--- src/rtl/tick_bcd_timer.sv ---
// BCD MM:SS timer advanced by rising edges of a divided clock sampled as data.
// Run/pause/clear FSM, alarm compare, and wrap or saturate-to-DONE at 59:59.
module tick_bcd_timer #(
    parameter int unsigned SYNC_STAGES = 2,
    parameter bit          WRAP        = 1'b1
) (
    input  logic        I_CLK,
    input  logic        rst,
    input  logic        I_DIV_CLK,
    input  logic        I_START,
    input  logic        I_STOP,
    input  logic        I_CLEAR,
    input  logic        I_ALARM_EN,
    input  logic [15:0] I_ALARM_VAL,
    output logic [15:0] O_TIME,
    output logic        O_TICK,
    output logic        O_ALARM,
    output logic        O_WRAP,
    output logic        O_DONE,
    output logic        O_RUNNING
);

    typedef enum logic [1:0] {
        ST_IDLE,
        ST_RUN,
        ST_PAUSE,
        ST_DONE
    } state_t;

    state_t                 state_q, state_d;
    logic [SYNC_STAGES-1:0] sync_q;
    logic                   prev_q;
    logic                   tick;
    logic [15:0]            time_q, time_d;
    logic [15:0]            inc_time;
    logic                   at_max;
    logic                   tick_q, tick_d;
    logic                   alarm_q, alarm_d;
    logic                   wrap_q, wrap_d;

    always_ff @(posedge I_CLK or negedge rst) begin
        if (!rst) begin
            sync_q <= '0;
            prev_q <= 1'b0;
        end else begin
            sync_q <= {sync_q[SYNC_STAGES-2:0], I_DIV_CLK};
            prev_q <= sync_q[SYNC_STAGES-1];
        end
    end

    assign tick   = sync_q[SYNC_STAGES-1] & ~prev_q;
    assign at_max = (time_q == 16'h5959);

    // Ripple-carry BCD increment: S1 0-9, S10 0-5, M1 0-9, M10 0-5.
    always_comb begin
        inc_time = time_q;
        if (time_q[3:0] == 4'd9) begin
            inc_time[3:0] = 4'd0;
            if (time_q[7:4] == 4'd5) begin
                inc_time[7:4] = 4'd0;
                if (time_q[11:8] == 4'd9) begin
                    inc_time[11:8] = 4'd0;
                    if (time_q[15:12] == 4'd5) begin
                        inc_time[15:12] = 4'd0;
                    end else begin
                        inc_time[15:12] = time_q[15:12] + 4'd1;
                    end
                end else begin
                    inc_time[11:8] = time_q[11:8] + 4'd1;
                end
            end else begin
                inc_time[7:4] = time_q[7:4] + 4'd1;
            end
        end else begin
            inc_time[3:0] = time_q[3:0] + 4'd1;
        end
    end

    always_comb begin
        state_d = state_q;
        time_d  = time_q;
        tick_d  = 1'b0;
        alarm_d = 1'b0;
        wrap_d  = 1'b0;
        if (I_CLEAR) begin
            state_d = ST_IDLE;
            time_d  = '0;
        end else begin
            unique case (state_q)
                ST_IDLE: begin
                    if (I_START) state_d = ST_RUN;
                end
                ST_RUN: begin
                    if (I_STOP) begin
                        state_d = ST_PAUSE;
                    end else if (tick) begin
                        if (at_max && !WRAP) begin
                            state_d = ST_DONE;
                        end else begin
                            time_d  = inc_time;
                            tick_d  = 1'b1;
                            alarm_d = I_ALARM_EN && (inc_time == I_ALARM_VAL);
                            wrap_d  = at_max;
                        end
                    end
                end
                ST_PAUSE: begin
                    if (I_START) state_d = ST_RUN;
                end
                ST_DONE: begin
                    state_d = ST_DONE;
                end
                default: state_d = ST_IDLE;
            endcase
        end
    end

    always_ff @(posedge I_CLK or negedge rst) begin
        if (!rst) begin
            state_q <= ST_IDLE;
            time_q  <= '0;
            tick_q  <= 1'b0;
            alarm_q <= 1'b0;
            wrap_q  <= 1'b0;
        end else begin
            state_q <= state_d;
            time_q  <= time_d;
            tick_q  <= tick_d;
            alarm_q <= alarm_d;
            wrap_q  <= wrap_d;
        end
    end

    assign O_TIME    = time_q;
    assign O_TICK    = tick_q;
    assign O_ALARM   = alarm_q;
    assign O_WRAP    = wrap_q;
    assign O_DONE    = (state_q == ST_DONE);
    assign O_RUNNING = (state_q == ST_RUN);

endmodule
--- config.mk ---
export PLATFORM = sky130hd
export DESIGN_NAME = tick_bcd_timer
export DESIGN_NICKNAME = d
export VERILOG_FILES = /design/src/rtl/tick_bcd_timer.sv
export SDC_FILE = /design/constraint.sdc
export NUM_CORES = 1
export LEC_CHECK = 0
export ABC_AREA = 1
export CORE_MARGIN = 4
export CORE_UTILIZATION = 35
export CTS_BUF_LIST = sky130_fd_sc_hd__clkbuf_2
export CTS_CLUSTER_DIAMETER = 120
export DETAILED_ROUTE_END_ITERATION = 12
export SLEW_MARGIN = 20
export SYNTH_ARGS = -nofsm -noshare
export SYNTH_HDL_FRONTEND = slang
export SYNTH_SLANG_ARGS = --single-unit
--- constraint.sdc ---
create_clock -name I_CLK -period 1.5 [get_ports I_CLK]
set_input_delay 0.15 -clock I_CLK [delete_from_list [all_inputs] [get_ports I_CLK]]
set_output_delay 0.15 -clock I_CLK [all_outputs]
set_load 0.02 [all_outputs]
==> reports/metrics.csv <==
metric,value,unit
status,"complete, but fails checks",
violations,setup timing,
path_delay_family,simple AND/OR/NAND/NOR gates,
drcViolationCount,0,
n_fill_cell,392,
worstPathMaxFanout,6,
initial_core_util,36.1,%
routed_via_density,4.89,
grt_antenna_before_repair,0,
cts_hold_buf,0,
wl_met2,2990,µm
hold_viol,0,
cts_buffer_depth,2,
cp-startpoint,O_TIME[1]$_DFFE_PN0P_,
fin_crit_sh,119,%
overflow,0,
final_cells,439,
synthesis.nets,282,
fmax,560,MHz
layout_common_cells,"buf_4, nand2_1, inv_1",
cap_violations,0,
end_kind,flip-flop,
nNetsFinal,404,
netlist_area,1700,µm²
worst_pin_slew,0.330,ns
leakagePower,1.59,nW
design_area,3080,µm²
path_clk_slew,0.26,ns
top_layer_used,met4,
required,1.82,ns
fin_ws,-0.286,ns
avgSynthCellArea,6.78,µm²
dp_slack,-0.291,ns
crit_arrival,2.11,ns
holdCritPathClass,in -> async,
dpl_cell_area,2660,µm²
criticalPathCategory,reg -> reg,
synth.distinct_cells,24,
yosysWarnings,0,
synth_edf_count,0,
path_buf_inv,2,
h-tree-depth,1,
placed_cells,412,
ios,44,
ir_drop,0.330,mV
ff2ff_setup_slack,-0.29,ns
skew,0.00571,ns
ys_async_sr_fraction,100,%
gp_congestion,0.818,
drive_above_1_share,39.0,%
cts.sinks,24,
vias,2146,
grt_pass1_wl,9580,µm
rsz0062_at_grt,true,
drt-total-wl,5730,µm
grt_usage,19.3,%
r2r_end,O_ALARM$_DFF_PN0_,
r2r_start,O_TIME[1]$_DFFE_PN0P_,
io_buffer_count,43,
worstSkewPairLatency,0.36,ns
crit_chain,inv_2 > ha_4 > nand2_4 > nor2_4 > nand2_4 > buf_8 > nand3_4 > nand2_2 > nand2_1 > nand3_1 > nor2_1 > nand2_1 > nor2_1,
synthCells,251,
timing.slew.headroom,78.0,%
die_x,77.8,µm
worst-path-stages,13,
firstDrtPassIters,6,
wl_met1,2460,µm
cts_buffers,3,
grt_pass1_vias,2188,
finalSetupViolCount,12,
die_h,77.8,µm
final_common_cell,buf_4,
die-area,6050,µm²
startpoint_type,flip-flop,
seq_area_frac_synth,35.3,%
fin_crit,1.79,ns
area_delta_synth_final,80.9,%
wl_met3,199,µm
design.core.area,4720,µm²
root_buffer,clkbuf_2,
cts_tree,done,
rows,25,
power.total,1.32,mW
crit_end,O_ALARM$_DFF_PN0_,
drt_iter0_drc,86,
powerDensity,430,nW/µm²
reg2reg_depth,13,
antenna_cells,0,
drv_slew,0,
hpwlAfterDp,3990,µm
hold_ws,0.0934,ns
synth_flop_cell,dfrtp_1,
ant_nets,0,
routedWlPerCell,13.1,µm
crit_path_top_delay_cell,dfrtp_2,
grt_max_degree,25,
synth-seq-cells,24,
slowest_delay,0.48,ns
[per-layer routing]
metal | track usage (%) | vias up
li1 | - | 1072
met1 | 24.3 | 1006
met2 | 33.3 | 58
met3 | 2.78 | 10
met4 | 6.94 | 0
met5 | 0 | -
[what timing repair did]
item,4_1_cts,5_1_grt
endpoints found under the setup margin,33,23
setup buffers,20,4
cloned,1,0
gates resized for setup,52,46
pin swaps,12,20
[Yosys cell counts, types with 2 or more instances]
library cell / n / area (µm²)
nor2_1: 17 / 63.8
nand3_1: 36 / 180
dfrtp_1: 24 / 601
nor2_4: 2 / 22.5
nand2_1: 77 / 289
nand4_1: 7 / 43.8
ha_1: 8 / 100
inv_1: 37 / 139
nor2_2: 3 / 18.8
o21ai_1: 4 / 20.0
o22ai_1: 11 / 68.8
o21ai_0: 9 / 45.0
nand3b_1: 5 / 37.5
[per-stage QoR]
stage               utilization [%]  setup TNS (ns)
finish                         65.2           -1.12
global route                   65.2           -1.91
CTS                            61.7          -0.385
detailed placement             56.4           -1.41
global placement               56.4           -1.07
floorplan                         -          -0.375
[flip-flops by register name, summed over array words and instances, names as in the netlist]
signal,flops
state_q,2
O_TICK,1
O_TIME,16
O_ALARM,1
sync_q,2
prev_q,1
O_WRAP,1
[worst min-delay path by stage]
stage               slack, ns                 from                      to
CTS                      0.08                  rst  state_q[0]$_DFFE_PN0P_
detailed placement       0.34  sync_q[0]$_DFF_PN0_     sync_q[1]$_DFF_PN0_
global placement         0.34  sync_q[0]$_DFF_PN0_     sync_q[1]$_DFF_PN0_
floorplan               -0.15                  rst       O_ALARM$_DFF_PN0_
global route             0.08                  rst  state_q[0]$_DFFE_PN0P_
finish                   0.09                  rst  state_q[0]$_DFFE_PN0P_
[kinds of logic (layout without fill, tap and decap cells)]
logic type | count (synthesis) | after routing | synth area share (%)
DFF | 24 | 24 | 35.3
and+or+nand+nor | 151 | 152 | 40.5
adders and majority gates | 8 | 8 | 5.88
buffers and inverters | 41 | 161 | 9.26
AOI/OAI and AO/OA | 27 | 27 | 9.11
[where the power goes]
part	switching [mW]	total [mW]	internal, mW
Clock	0.223	0.453	0.229
Combinational	0.0989	0.206	0.107
Sequential	0.00536	0.665	0.660
Total	0.328	1.32	0.995
[worst reg2reg max path, stage by stage (launching register included)]
cell and delay (ns):
dfrtp_2 0.48, inv_2 0.09, ha_4 0.17, nand2_4 0.06, nor2_4 0.17, nand2_4 0.12, buf_8 0.16, nand3_4 0.07
nand2_2 0.04, nand2_1 0.07, nand3_1 0.07, nor2_1 0.11, nand2_1 0.06, nor2_1 0.09
[final cells by class]
type | count | area [µm²] | share of cell area, %
multi-input combinational | 187 | 1180 | 38.3
clock inverter | 1 | 30.0 | 0.975
inverter | 38 | 146 | 4.75
sequential | 24 | 604 | 19.6
timing repair buffer | 119 | 1020 | 33.2
tap | 67 | 83.8 | 2.72
clock buffer | 3 | 15.0 | 0.487
(Power assumes the default switching activity.)
